$ cat config.mk
export PLATFORM = sky130hd
export DESIGN_NAME = cache_d_2way_wb
export DESIGN_NICKNAME = d
export VERILOG_FILES = /design/src/rtl/cache_d_2way_wb.sv
export SDC_FILE = /design/constraint.sdc
export NUM_CORES = 2
export LEC_CHECK = 0
export ABC_AREA = 0
export BUFFER_PORTS_ARGS = -buffer_cell sky130_fd_sc_hd__buf_2
export CAP_MARGIN = 5
export CORE_AREA = 2 2 414 416
export DETAILED_ROUTE_END_ITERATION = 10
export DIE_AREA = 0 0 416 418
export GPL_TIMING_DRIVEN = 1
export SYNTH_ARGS = -nofsm -noshare
export SYNTH_HDL_FRONTEND = slang
export SYNTH_SLANG_ARGS = --single-unit
$ cat constraint.sdc
create_clock -name clk -period 8.25 [get_ports clk]
set_input_delay 1.65 -clock clk [delete_from_list [all_inputs] [get_ports clk]]
set_output_delay 1.65 -clock clk [all_outputs]
set_load 0.05 [all_outputs]
$ cat src/rtl/cache_d_2way_wb.sv
// cache_d_2way_wb: 2-way set-associative, write-back, write-allocate data cache.
// A miss first evicts a dirty victim line, then refills the requested line, and
// the held request is retried as a hit. Saturating hit/miss/write-back counters.
module cache_d_2way_wb #(
    parameter int ADDR_W = 30,
    parameter int SET_W  = 2,
    parameter int CNT_W  = 16
) (
    input  logic              clk,
    input  logic              proc_reset,
    input  logic              proc_read,
    input  logic              proc_write,
    input  logic [ADDR_W-1:0] proc_addr,
    input  logic [31:0]       proc_wdata,
    output logic              proc_stall,
    output logic [31:0]       proc_rdata,
    output logic              mem_read,
    output logic              mem_write,
    output logic [ADDR_W-3:0] mem_addr,
    output logic [127:0]      mem_wdata,
    input  logic [127:0]      mem_rdata,
    input  logic              mem_ready,
    output logic [CNT_W-1:0]  hit_count,
    output logic [CNT_W-1:0]  miss_count,
    output logic [CNT_W-1:0]  wb_count
);
    localparam int TAG_W = ADDR_W - SET_W - 2;
    localparam int SETS  = 1 << SET_W;

    typedef enum logic [1:0] {READY, WB, FILL} state_e;

    state_e state_q, state_d;

    // Line storage, one entry per way and set
    logic [127:0]     line_q  [2][SETS];
    logic [TAG_W-1:0] tag_q   [2][SETS];
    logic [SETS-1:0]  valid_q [2];
    logic [SETS-1:0]  dirty_q [2];
    logic [SETS-1:0]  lru_q;            // names the victim way of each set

    // Registered memory port and bookkeeping
    logic              mem_read_q, mem_read_d;
    logic              mem_write_q, mem_write_d;
    logic [ADDR_W-3:0] mem_addr_q, mem_addr_d;
    logic [127:0]      mem_wdata_q, mem_wdata_d;
    logic              victim_q, victim_d;
    logic              refilled_q, refilled_d;
    logic [CNT_W-1:0]  hit_cnt_q, miss_cnt_q, wb_cnt_q;

    // Per-cycle actions decided by the FSM
    logic hit_inc, miss_inc, wb_inc;
    logic store_we, fill_we, touch;

    // Request decode
    logic             req;
    logic [SET_W-1:0] idx;
    logic [TAG_W-1:0] req_tag;
    logic [6:0]       word_off;
    logic             hit0, hit1, hit, hit_way;
    logic             vict_way;
    logic [127:0]     hit_line;

    assign req      = proc_read | proc_write;
    assign idx      = proc_addr[SET_W+1:2];
    assign req_tag  = proc_addr[ADDR_W-1:SET_W+2];
    assign word_off = {proc_addr[1:0], 5'd0};

    assign hit0    = valid_q[0][idx] && (tag_q[0][idx] == req_tag);
    assign hit1    = valid_q[1][idx] && (tag_q[1][idx] == req_tag);
    assign hit     = hit0 | hit1;
    assign hit_way = hit1;

    assign hit_line   = line_q[hit_way][idx];
    assign proc_rdata = hit_line[word_off +: 32];

    // Invalid way first (way0 before way1), otherwise the LRU way
    assign vict_way = !valid_q[0][idx] ? 1'b0 :
                      !valid_q[1][idx] ? 1'b1 : lru_q[idx];

    assign mem_read   = mem_read_q;
    assign mem_write  = mem_write_q;
    assign mem_addr   = mem_addr_q;
    assign mem_wdata  = mem_wdata_q;
    assign hit_count  = hit_cnt_q;
    assign miss_count = miss_cnt_q;
    assign wb_count   = wb_cnt_q;

    // Next-state, memory-port requests and storage update enables
    always_comb begin
        // NOTE: every output gets a default before the case so no path leaves
        // a variable unassigned, which would otherwise infer a latch.
        state_d     = state_q;
        mem_read_d  = mem_read_q;
        mem_write_d = mem_write_q;
        mem_addr_d  = mem_addr_q;
        mem_wdata_d = mem_wdata_q;
        victim_d    = victim_q;
        refilled_d  = refilled_q;
        proc_stall  = 1'b0;
        hit_inc     = 1'b0;
        miss_inc    = 1'b0;
        wb_inc      = 1'b0;
        store_we    = 1'b0;
        fill_we     = 1'b0;
        touch       = 1'b0;
        case (state_q)
            READY: begin
                refilled_d = 1'b0;
                if (req) begin
                    if (hit) begin
                        touch    = 1'b1;
                        store_we = proc_write;
                        hit_inc  = ~refilled_q;   // the post-refill retry is not a hit
                    end else begin
                        proc_stall = 1'b1;
                        miss_inc   = 1'b1;
                        victim_d   = vict_way;
                        if (valid_q[vict_way][idx] && dirty_q[vict_way][idx]) begin
                            state_d     = WB;
                            mem_write_d = 1'b1;
                            mem_addr_d  = {tag_q[vict_way][idx], idx};
                            mem_wdata_d = line_q[vict_way][idx];
                            wb_inc      = 1'b1;
                        end else begin
                            state_d    = FILL;
                            mem_read_d = 1'b1;
                            mem_addr_d = proc_addr[ADDR_W-1:2];
                        end
                    end
                end
            end
            WB: begin
                proc_stall = 1'b1;
                if (mem_ready) begin
                    state_d     = FILL;
                    mem_write_d = 1'b0;
                    mem_read_d  = 1'b1;
                    mem_addr_d  = proc_addr[ADDR_W-1:2];
                end
            end
            FILL: begin
                proc_stall = 1'b1;
                if (mem_ready) begin
                    state_d    = READY;
                    mem_read_d = 1'b0;
                    fill_we    = 1'b1;
                    refilled_d = 1'b1;
                end
            end
            default: state_d = READY;
        endcase
    end

    // FSM state, memory-port registers and saturating counters
    always_ff @(posedge clk) begin
        // NOTE: sequential state uses non-blocking assignments so every
        // register samples pre-edge values regardless of statement order.
        if (proc_reset) begin
            state_q     <= READY;
            mem_read_q  <= 1'b0;
            mem_write_q <= 1'b0;
            mem_addr_q  <= '0;
            mem_wdata_q <= '0;
            victim_q    <= 1'b0;
            refilled_q  <= 1'b0;
            hit_cnt_q   <= '0;
            miss_cnt_q  <= '0;
            wb_cnt_q    <= '0;
        end else begin
            state_q     <= state_d;
            mem_read_q  <= mem_read_d;
            mem_write_q <= mem_write_d;
            mem_addr_q  <= mem_addr_d;
            mem_wdata_q <= mem_wdata_d;
            victim_q    <= victim_d;
            refilled_q  <= refilled_d;
            if (hit_inc && hit_cnt_q != '1)
                hit_cnt_q <= hit_cnt_q + CNT_W'(1);
            if (miss_inc && miss_cnt_q != '1)
                miss_cnt_q <= miss_cnt_q + CNT_W'(1);
            if (wb_inc && wb_cnt_q != '1)
                wb_cnt_q <= wb_cnt_q + CNT_W'(1);
        end
    end

    // Line, tag, valid, dirty and LRU storage updates
    always_ff @(posedge clk) begin
        if (proc_reset) begin
            // NOTE: the line/tag arrays are cleared too so contents after reset
            // are deterministic; only valid bits are needed for correctness.
            for (int w = 0; w < 2; w++) begin
                valid_q[w] <= '0;
                dirty_q[w] <= '0;
                for (int s = 0; s < SETS; s++) begin
                    line_q[w][s] <= '0;
                    tag_q[w][s]  <= '0;
                end
            end
            lru_q <= '0;
        end else begin
            if (fill_we) begin
                line_q[victim_q][idx]  <= mem_rdata;
                tag_q[victim_q][idx]   <= req_tag;
                valid_q[victim_q][idx] <= 1'b1;
                dirty_q[victim_q][idx] <= 1'b0;
            end
            if (store_we) begin
                line_q[hit_way][idx][word_off +: 32] <= proc_wdata;
                dirty_q[hit_way][idx]                <= 1'b1;
            end
            if (touch)
                lru_q[idx] <= ~hit_way;
        end
    end

endmodule

# Word-level counts from Yosys, hierarchy flattened
# Memories as Yosys holds them, arrays and structs flattened.
# Index checks and enable logic that the tools add are counted.
dict set report word_totals {
  regBits 214
  ramBits 1248
  wordCells 177
  n_memories 4
}
# memory depth word_bits read_ports rd_clocked_by_memory_dff wr line_no
set mem_list {}
lappend mem_list {line_q 2 512 2 0 2 35} ;# logic [127:0] line_q [2][SETS];
lappend mem_list {tag_q 2 104 3 0 2 36} ;# logic [TAG_W-1:0] tag_q [2][SETS];
lappend mem_list {dirty_q 2 4 1 0 2 38} ;# logic [SETS-1:0] dirty_q [2];
lappend mem_list {valid_q 2 4 3 0 2 37} ;# logic [SETS-1:0] valid_q [2];
dict set report op_classes {
  add_sub_neg 4
  n_lt_le_gt_ge 4
  n_eq_ne 13
  shift 3
  muxes 106
  bitwise 6
  n_reduce_logical 26
}
# operator count
set ops {}
lappend ops {{$mux W512} 6}
lappend ops {{$reduce_or A512 Y1} 2}
lappend ops {{$mux W128} 6}
lappend ops {{$bmux W128 S2} 2}
lappend ops {{$demux W128 S2} 2}
lappend ops {{$mux W104} 3}
lappend ops {{$mux W26} 7}
lappend ops {{$bmux W26 S2} 3}
lappend ops {{$shift A32 B9 Y128 const A} 1}
lappend ops {{$shiftx A128 B8 Y32} 1}
lappend ops {{$shiftx A32 B9 Y128} 1}
lappend ops {{$mux W28} 4}
lappend ops {{$reduce_or A104 Y1} 1}
lappend ops {{$pmux W28 S2} 1}
lappend ops {{$demux W26 S2} 1}
lappend ops {{$eq A26 B26 Y1} 2}
lappend ops {{$add A16 B1 Y16 const B} 3}
lappend ops {{$ne A16 B16 Y1 const B} 3}
lappend ops {{$mux W1} 46}
lappend ops {{$mux W4} 8}
lappend ops {{$ne A2 B2 Y1 const B} 6}
lappend ops {{$reduce_and A4 Y1} 3}
lappend ops {{$reduce_or A4 Y1} 3}
lappend ops {{$bmux W1 S2} 5}
lappend ops {{other kinds (25)} 42}

# Logic depth before layout (Yosys ltp)
dict set report logic_depth {
  depth_word 15
  mapped_depth 16
  mapped_depth_nobuf 8
}

# Worst setup path before layout
# Ideal clock, no wire load.
dict set report synth_path {
  path_kind {input-to-output}
  start {input proc_addr[2]}
  end {output proc_rdata[11]}
  t_arrival_ns 5.395
  slack_ns 1.205
  cell_stages 13
  n_path_buf 6
  cell_sequence {buf_6 > buf_6 > buf_6 > mux4_2 > xnor2_1 > nand2_1 > nor4_2 > nand4_4 > buf_2 > buf_2 > buf_2 > mux2i_1 > a221oi_1}
}
dict set report synth_via {
  elab_chain_cells 11
  elab_cells_between_ends 13
}
# element line_no
set synth_rtl {}
lappend synth_rtl {{from (decl)} 13} ;# input logic [ADDR_W-1:0] proc_addr,
lappend synth_rtl {{$not A2 Y3 (implied by the code)} {69, 73}}
lappend synth_rtl {{$bmux W26 S2} 69} ;# assign hit1 = valid_q[1][idx] && (tag_q[1][idx] == req_tag);
lappend synth_rtl {{$mux W26 (implied by the code) (2 in a row)} 69}
lappend synth_rtl {{$eq A26 B26 Y1} 69}
lappend synth_rtl {{$logic_and A1 B1 Y1} 69}
lappend synth_rtl {{$mem_v2 Z2 W512} n/a}
lappend synth_rtl {{$bmux W128 S2 (*)} 73} ;# assign hit_line = line_q[hit_way][idx];
lappend synth_rtl {{$mux W128 (implied by the code) (*) (2 in a row)} 73}
lappend synth_rtl {{$shiftx A128 B8 Y32 (*)} 74} ;# assign proc_rdata = hit_line[word_off +: 32];
lappend synth_rtl {{to (decl)} 16} ;# output logic [31:0] proc_rdata,
# Mark *: on every way between the ends. The rest lies on a longest branch, timed or not. The select of a mux whose other input is x is not followed.

# Final worst setup path
dict set report layout_path {
  start {input proc_addr[3]}
  end {output proc_rdata[18]}
}
# The elaborated chain is that of the path after synthesis.

==> flow_summary.toml <==
[outcome]
result_of_the_run = "finished, final reports clean"

[critical_path]
max_stage_delay_ps = 770
worst_ep_required_time_ps = 6600
r2r_cells = 10
critical_path_source = "proc_addr[3]"
path_common_cell = "buf_4"
reg2reg_setup_slack_ps = 3080
data_arrival_at_the_endpoint_of_the_critical_path_ps = 6400
path_cells = "buf_8 -> buf_4 -> mux4_2 -> xnor2_1 -> nand4_1 -> nor2_1 -> nand4_4 -> buf_4 -> mux2i_1 -> a22o_1 -> a221oi_1 -> buf_2"
timing.critical_path.slowest_stage_cell = "a221oi_1"
timing.critical_path.from_type = "input port"
worstSetupEndpointType = "output port"
cp_max_fo = 63
timing_worst_setup_path_type = "input port to output port"
critical_path.reg2reg.startpoint = "tag_q[1][6]"

[cts]
cts_resized = 0
clock_tree_from_tritoncts = "done"
h-tree-depth = 4
cell_at_the_root_of_the_clock_tree = "clkbuf_16"
cts_hold_buf = 0
latest_clock_arrival_within_the_worst_skew_pair_ps = 850
cts_post_setup_buffers_inserted = 0
clk_pin_slew_worst_paths_ps = 60
clock_sink_count = 1462
cts-buffers-inserted = 163
clock_path_buffers = 3

[die]
fp.dieArea_sq_um = 174000
die-width_um = 416
placeable_core_area_sq_um = 169000
initial_utilization_pct = 44.8
y_dimension_of_the_die_um = 418
rows = 151
ioPinCount = 434

[grt]
initial_antenna_violation_count = 13
first_global_vias = 55000
grtUsageTotal_pct = 33.2
grt_start_max_net_pins = 130
wire_length_of_the_first_global_routing_pass_um = 413000
grt-ovfl-total = 0

[routing]
number_of_iterations_in_the_first_detailed_routing_pass = 6
detailedRoute.firstIterationViolations = 8036
route.antenna.remaining_nets = 0
drc_errors = 0
route.vias.total = 57700
drt-vias-per-instance = 6.51
postRouteWirelength_um = 294000
drt-wirelength-per-cell_um = 33.2

[sta]
timing.final.crit_share_pct = 97.6
tns_ps = 0
tightestPinTransition_ps = 1330
unrepaired_setup_endpoints_after_global_routing = "no"
final_max_slew_viol_count = 0
fmaxAchievable_ghz = 0.124
report.final.hold_viol_count = 0
finalWorstPathRequiredPeriod_ps = 8050
final_critical_path_setup_slack_ps = 199
finalClockSkew_ps = 36.8
setup-violations-final = 0
worst_slew_margin_rel_pct = 10.7
min_hold_slack_ps = 449

[synthesis]
synthCells = 6252
ys_async_sr_fraction_pct = 0
synthesis.yosys.warnings = 0
syn_area_sq_um = 75700
synthDistinctLibCells = 87
postSynthRegisterBits = 1462
synthesis.area_per_instance_sq_um = 12.1
synth_flop_type = "edfxtp_1"
synth_edf_count = 1240
ys_seq_area_share_pct = 55.0
synth_fp_nets = 6459

[finish]
synthToLayoutAreaGrowth_pct = 13.3
final_cells = 8854
nets = 6697
register_area_sq_um = 41700
layout.cell_area.non_filler_sq_um = 85800
mostFrequentLayoutCells = "edfxtp_1 (1240), nand2_1 (914), nor3_1 (535)"
multi_input_comb_area_sq_um = 31400
fillerInstances = 14600
final_common_cell = "edfxtp_1"
final_layout_size_suffix_gt1_share_pct = 25.6

[hold_path]
min_from = "mem_addr[5]"
holdCritPathClass = "flop to flop"
timing.hold.worst_path_depth = 2

[power]
irDropWorstVdd_v = 0.000205
power_density_nw_per_um2 = 207
static-leakage-power_uw = 0.0324

[run]
number_of_maximum_capacitance_constraint_violations = 0

[place]
place_inst = 8543
total_cell_area_at_the_placement_stage_sq_um = 80700
gp_congestion = 0.965
place_worst_setup_slack_ps = 308
dp_hpwl_um = 188000
place.port_buffers = 433
through the flow:
stage	total power (uW)	utilization (%)
floorplan	9790	-
global placement	10700	47.7
detailed placement	10700	47.7
CTS	17700	50.7
global route	18100	50.7
finish	17700	50.7
synth_stat cells, types with 19 or more instances:
cell type | number | area (sq um)
o211ai_1 | 22 | 165
a221oi_1 | 35 | 307
edfxtp_1 | 1240 | 37200
o21ai_0 | 53 | 265
a211oi_1 | 23 | 173
nand3_1 | 60 | 300
xnor2_1 | 41 | 359
o22ai_1 | 132 | 826
mux4_2 | 327 | 7360
dfxtp_1 | 222 | 4440
inv_1 | 147 | 552
buf_2 | 167 | 836
nor4_1 | 136 | 851
buf_1 | 29 | 109
mux2i_1 | 449 | 4490
buf_6 | 33 | 372
nand2_1 | 918 | 3450
mux2_2 | 122 | 1370
nor3_2 | 117 | 1170
a21oi_1 | 339 | 1700
and3_1 | 36 | 225
a22o_1 | 33 | 289
clkbuf_1 | 324 | 1220
nor2b_1 | 19 | 119
and2_1 | 125 | 782
nor3_1 | 536 | 2680
mux2_4 | 21 | 315
nand4_1 | 21 | 131
nor2_1 | 203 | 762
a21oi_2 | 122 | 1070
power breakdown:
| group | leakage [uW] | switching (uW) | internal [uW] |
|---|---|---|---|
| registers | 0.0146 | 167 | 8330 |
| logic | 0.0153 | 1490 | 632 |
| clock network | 0.00250 | 3120 | 4010 |
state kept, by name, summed over array words and instances (netlist names):
name        count
line_q       1024
mem_write       1
valid_q         8
tag_q         208
mem_addr       28
refilled_q      1
hit_count      16
victim_q        1
wb_count       16
miss_count     16
dirty_q         8
mem_wdata     128
lru_q           4
state_q         2
mem_read        1
cell type report:
cell class,count,share of cell area [%]
sequential,1462,48.6
clock buffer,213,5.12
clock inverter,87,0.830
tap,2218,3.23
antenna,11,0.0321
multi-input combinational,4069,36.6
timing repair buffer,646,4.95
inverter,148,0.650
worst paths after layout:
path / end
worst max-delay path: proc_rdata[18]
worst min-delay path: mem_addr[5]
worst max register to register: line_q[0][100]
worst min register to register: mem_addr[5]
per-layer routing:
layer	track usage [%]	up-vias	wire, um	share of wire, %
li1	-	24100	-	-
met1	42.8	28700	107000	36
met2	49.5	3968	130000	44
met3	6.88	881	31600	11
met4	24.7	16	25500	8.7
met5	0	-	118	0.040
critical path, delay by kind of cell:
kind            cells  cell delay, ps
buf+inv             4            1700
compound gates      2            1090
simple gates        3            1040
mux                 2             540
xor+xnor            1             270
cell families after synthesis:
family                     Yosys count  synth area share, %
and+or+nand+nor                   2234                 14.5
DFF                               1462                 55.0
muxes                              932                 18.1
AOI/OAI and AO/OA                  838                 7.22
buffers and inverters              721                 4.30
xor gates and xnor gates            53                0.613
adders and majority gates           12                0.198
(Power assumes the default switching activity.)
